--- config.mk ---
export PLATFORM = sky130hd
export DESIGN_NAME = fetch_unit
export DESIGN_NICKNAME = d
export VERILOG_FILES = /design/src/rtl/fetch_unit_pkg.sv /design/src/rtl/fetch_unit.sv
export SDC_FILE = /design/constraint.sdc
export NUM_CORES = 1
export LEC_CHECK = 0
export ABC_AREA = 1
export CORE_MARGIN = 2
export CORE_UTILIZATION = 40
export CTS_BUF_LIST = sky130_fd_sc_hd__clkbuf_8
export DETAILED_ROUTE_END_ITERATION = 10
export HOLD_SLACK_MARGIN = 0.1
export PLACE_DENSITY = 0.79
export REMOVE_ABC_BUFFERS = 1
export SYNTH_ARGS = -nofsm -noshare
export SYNTH_HDL_FRONTEND = slang
export SYNTH_SLANG_ARGS = --single-unit
--- constraint.sdc ---
create_clock -name clk -period 2.2 [get_ports clk]
set_input_delay 0.55 -clock clk [delete_from_list [all_inputs] [get_ports clk]]
set_output_delay 0.55 -clock clk [all_outputs]
set_load 0.01 [all_outputs]
--- src/rtl/fetch_unit_pkg.sv ---
// Shared types and defaults for the WISC instruction-fetch stage.
// State encoding, reset PC, HLT opcode and PC alignment helper.
package fetch_unit_pkg;

  typedef enum logic [2:0] {
    FS_IDLE   = 3'd0,
    FS_FETCH  = 3'd1,
    FS_HOLD   = 3'd2,
    FS_DROP   = 3'd3,
    FS_HALTED = 3'd4
  } fstate_e;

  localparam logic [15:0] RESET_PC_DEF   = 16'h0000;
  localparam logic [3:0]  HLT_OPCODE_DEF = 4'hF;

  function automatic logic [15:0] word_align(
    input logic [15:0] a
  );
    return a & 16'hFFFE;
  endfunction

endpackage

--- src/rtl/fetch_unit.sv ---
// WISC fetch stage: owns the PC, issues single-outstanding imem reads
// and presents one buffered instruction to decode over valid/ready.
module fetch_unit
  import fetch_unit_pkg::*;
#(
  parameter logic [15:0] RESET_PC   = RESET_PC_DEF,
  parameter logic [3:0]  HLT_OPCODE = HLT_OPCODE_DEF
) (
  input  logic        clk,
  input  logic        rst_n,
  input  logic [15:0] pc_next_i,
  output logic [15:0] pc_q_o,
  output logic        imem_rd_o,
  output logic [15:0] imem_addr_o,
  input  logic        imem_rdy_i,
  input  logic [15:0] imem_data_i,
  output logic        id_valid_o,
  input  logic        id_ready_i,
  output logic [15:0] id_instr_o,
  output logic [15:0] id_pc_o,
  input  logic        flush_i,
  input  logic [15:0] flush_pc_i,
  output logic        halted_o,
  output logic [15:0] fetch_cnt_o
);

  fstate_e     state_q;
  logic [15:0] pc_q;
  logic [15:0] addr_q;
  logic [15:0] instr_q;
  logic [15:0] id_pc_q;
  logic [15:0] cnt_q;
  logic        valid_q;
  logic        halted_q;

  logic        accept;
  logic        is_hlt;

  assign accept = valid_q & id_ready_i;
  assign is_hlt = (instr_q[15:12] == HLT_OPCODE);

  always_ff @(posedge clk or negedge rst_n) begin
    if (!rst_n) begin
      state_q  <= FS_IDLE;
      pc_q     <= RESET_PC;
      addr_q   <= '0;
      instr_q  <= '0;
      id_pc_q  <= '0;
      cnt_q    <= '0;
      valid_q  <= 1'b0;
      halted_q <= 1'b0;
    end else begin
      case (state_q)
        FS_IDLE: begin
          if (flush_i) pc_q <= word_align(flush_pc_i);
          state_q <= FS_FETCH;
        end
        FS_FETCH: begin
          if (flush_i) begin
            pc_q <= word_align(flush_pc_i);
            if (!imem_rdy_i) begin
              // keep the in-flight address on the bus until it retires
              addr_q  <= pc_q;
              state_q <= FS_DROP;
            end
          end else if (imem_rdy_i) begin
            instr_q <= imem_data_i;
            id_pc_q <= pc_q;
            valid_q <= 1'b1;
            state_q <= FS_HOLD;
          end
        end
        FS_DROP: begin
          if (flush_i) pc_q <= word_align(flush_pc_i);
          if (imem_rdy_i) state_q <= FS_FETCH;
        end
        FS_HOLD: begin
          if (accept) cnt_q <= cnt_q + 16'd1;
          if (flush_i) begin
            valid_q <= 1'b0;
            pc_q    <= word_align(flush_pc_i);
            state_q <= FS_FETCH;
          end else if (accept) begin
            valid_q <= 1'b0;
            pc_q    <= word_align(pc_next_i);
            if (is_hlt) begin
              halted_q <= 1'b1;
              state_q  <= FS_HALTED;
            end else begin
              state_q <= FS_FETCH;
            end
          end
        end
        FS_HALTED: begin
          halted_q <= 1'b1;
        end
        default: begin
          state_q <= FS_IDLE;
        end
      endcase
    end
  end

  assign imem_rd_o   = (state_q == FS_FETCH) ||
                       (state_q == FS_DROP);
  assign imem_addr_o = (state_q == FS_DROP) ? addr_q : pc_q;
  assign pc_q_o      = pc_q;
  assign id_valid_o  = valid_q;
  assign id_instr_o  = instr_q;
  assign id_pc_o     = id_pc_q;
  assign halted_o    = halted_q;
  assign fetch_cnt_o = cnt_q;

endmodule

==> metrics <==
worst hold path class in -> async; share of the synthesized area in the top cell type 53.7%; IO Port Bufs 130; maximum vdd ir drop between 400 and 500 uV; maxcap violations 0; Period minus WS final 2100 ps; Worst Path Required between 1500 and 2000 ps; total power 6170 uW; Antenna Cells 0; ys async rst share 100%; Top FF cell, synth dfrtp_1; Least-Margin Pin Slew 804 ps; post-route design area around 5500 um2; final clock skew 12.7 ps; reg2reg path depth 8; clock buffer depth 2; DIE AREA 10,400 um2; Yosys top cell by area dfrtp_1; crit path setup slack, layout ~100 ps; R2R Setup Slk ~380 ps; Hold Vio Cnt, Final 0; count leader, synth nand2_1; clk root buf clkbuf_8; sequential area share after synthesis 53.7%; crit-path leading delay family buffers and inverters; fmax 0.477 GHz; largest net degree at the start of global routing between 80 and 90; global-route wire length before repair 15.8 mm; leakage roughly 0.0027 uW; number of synthesized flops with an enable pin 0; clock-pin slew on the worst setup and hold paths 80 ps; crit path to imem_addr_o[3]; WP data arrival 1550 ps; via count 3,487; synth cell count leaders nand2_1 (150), dfrtp_1 (82), inv_1 (65); First-pass DRT Iterations 4; largest family of logic cells by synthesized area simple AND/OR/NAND/NOR gates; Post-DP Area roughly 5300 um2; mux contribution to synthesized area 0%; WP buf/inv 3; antenna violations before repair 0; Area contributors post-synth dfrtp_1 (54%), nand2_1 (15%), inv_1 (6.4%), o21ai_1 (6.2%), nor2_1 (3.4%); row count 35; 1st-iter DRT viols roughly 150; share of cells above drive strength 1 7.95%; Slowest Stage Delay on Critical Path about 390 ps; crit-path cells inv_2 > nand3_2 > buf_8 > a21oi_1 > dlygate4sd2_1; Fin Hold WS between 200 and 250 ps; vias in the first global route 3,456; P per Cell Area 1110 nW/um2; final net count between 600 and 700; CTS buffer count 9; core area 9240 um2; pre-CTS setup slack -73.6 ps; Yosys cell types 29; Synth Area in Simple Gates 22.2%; Vias/cell about 4.7; Core Util, Final 60.0%; Final Slew Violations 0; Setup Fix Bufs, Post-CTS 0; reg2reg end pc_q_o[6]; # setup viols final 0; width of the die 102 um; Initial Util 41.4%; clock sinks 82; Area Overhead vs Synth 45.0%; Compound-Gate Fraction of Synth Area around an eighth; Post-Syn Area 3820 um2; routed wire length per instance 12.9 um; xor and xnor area share after synthesis 1.83%; Synth warnings 0; CTS tree built; worst-skew pair later-pin latency 340 ps; Setup crit start state_q[2]; number of cells on the critical path 5; critical path endpoint category primary output; Seq cells post-synth 82; Rel. slew slack a little under half; total track usage 19.5%; gr ovfl total 0; post-synthesis adder-cell area fraction 0.327%; die height 102 um; routability cong. 0.829; CP Launch Type flop; slowest CP cell dfrtp_1; maximum fanout along the worst path 22; status complete, no violations; Post-DP HPWL around 7 mm; reg2reg start state_q[0]; post-route antenna net violation count 0; filler instances 802; Worst Setup Path Type reg -> out; WL final 9.60 mm; number of remaining DRC errors 0; hold_buf cts 0; cells after synthesis 475; Post-Syn Area per Cell roughly 8.0 um2; # H-tree levels 3; Final Cycle Share between 90% and 100%; boundary pin count 136
[layer usage]
layer  part of all wire, %  global-route usage [%]  routed length [um]  vias up
met2                    47                    32.5                4510      117
met3                   8.5                    6.56                 817       18
met1                    42                    23.3                4050     1604
met5                     0                       0                   0        -
li1                      -                       -                   -     1748
met4                   2.3                    7.69                 225        0
[layout make-up]
class                   instances  area, um2  area share (%)
flip-flops and latches         82       2050            37.0
repair buffers                143       1440            25.9
multi-input cells             304       1420            25.7
inverters                      71        269            4.85
well taps                     129        161            2.91
clock buffers                  10        138            2.48
clock inverters                 6       66.3            1.20
[power by group]
| part | total (uW) | leakage (uW) | switching [uW] | internal, uW |
|---|---|---|---|---|
| Clock | 1100 | 0.000106 | 546 | 558 |
| Combinational | 2720 | 0.00158 | 1350 | 1380 |
| Sequential | 2340 | 0.00103 | 329 | 2010 |
[cell usage in the layout (no fill, tap or decap), drive strengths merged]
master / count
a21oi: 15
a22oi: 1
and3: 1
buf: 14
bufinv: 1
clkbuf: 12
clkdlybuf4s15: 1
clkdlybuf4s50: 113
clkinv: 5
conb: 3
dfrtp: 82
dlygate4sd2: 12
dlymetal6s2s: 1
ha: 1
inv: 71
nand2: 151
nand3: 10
nand3b: 3
nand4: 5
nor2: 37
nor3: 1
o211ai: 16
o21ai: 52
xnor2: 3
xor2: 5
[flip-flops by register name, indices dropped and copies added, names as in the netlist]
| register | count |
|---|---|
| addr_q | 15 |
| fetch_cnt_o | 16 |
| halted_o | 1 |
| id_instr_o | 16 |
| id_pc_o | 15 |
| id_valid_o | 1 |
| pc_q_o | 15 |
| state_q | 3 |
[how the worst min path moves through the flow]
stage             start         end  depth (start not counted)
6_report          rst_n  pc_q_o[12]                          2
2_1_floorplan     rst_n  addr_q[10]                          0
3_3_place_gp   halted_o    halted_o                          2
4_1_cts           rst_n  addr_q[15]                          2
3_5_place_dp   halted_o    halted_o                          2
5_1_grt           rst_n  id_pc_o[1]                          2
[worst reg2reg max path: stages, from the launching register on]
cell and delay [ps]:
dfrtp_1 410, inv_1 140, nand3_2 190, inv_2 130
nand2_2 90, o21ai_2 320, inv_4 220, nand2_1 140
nand2_1 60
[metrics by stage]
step	cells	setup TNS, ps
2_1_floorplan	457	0
3_3_place_gp	729	0
3_5_place_dp	729	-762
4_1_cts	745	0
5_1_grt	745	-44.7
6_report	745	0
[repair_timing]
| action | 4_1_cts | 5_1_grt |
|---|---|---|
| endpoints found under the setup margin | 16 | 11 |
| gates resized for setup | 17 | 10 |
| pin swaps | 0 | 0 |
[logic make-up (layout without fill, tap and decap cells)]
kind of cell / after synthesis / count (layout)
AOI/OAI and AO/OA: 84 / 84
xor gates and xnor gates: 8 / 8
adders and majority gates: 1 / 1
buffers and inverters: 91 / 230
DFF: 82 / 82
other: 1 / 3
and+or+nand+nor: 208 / 208
(Power assumes the default switching activity.)
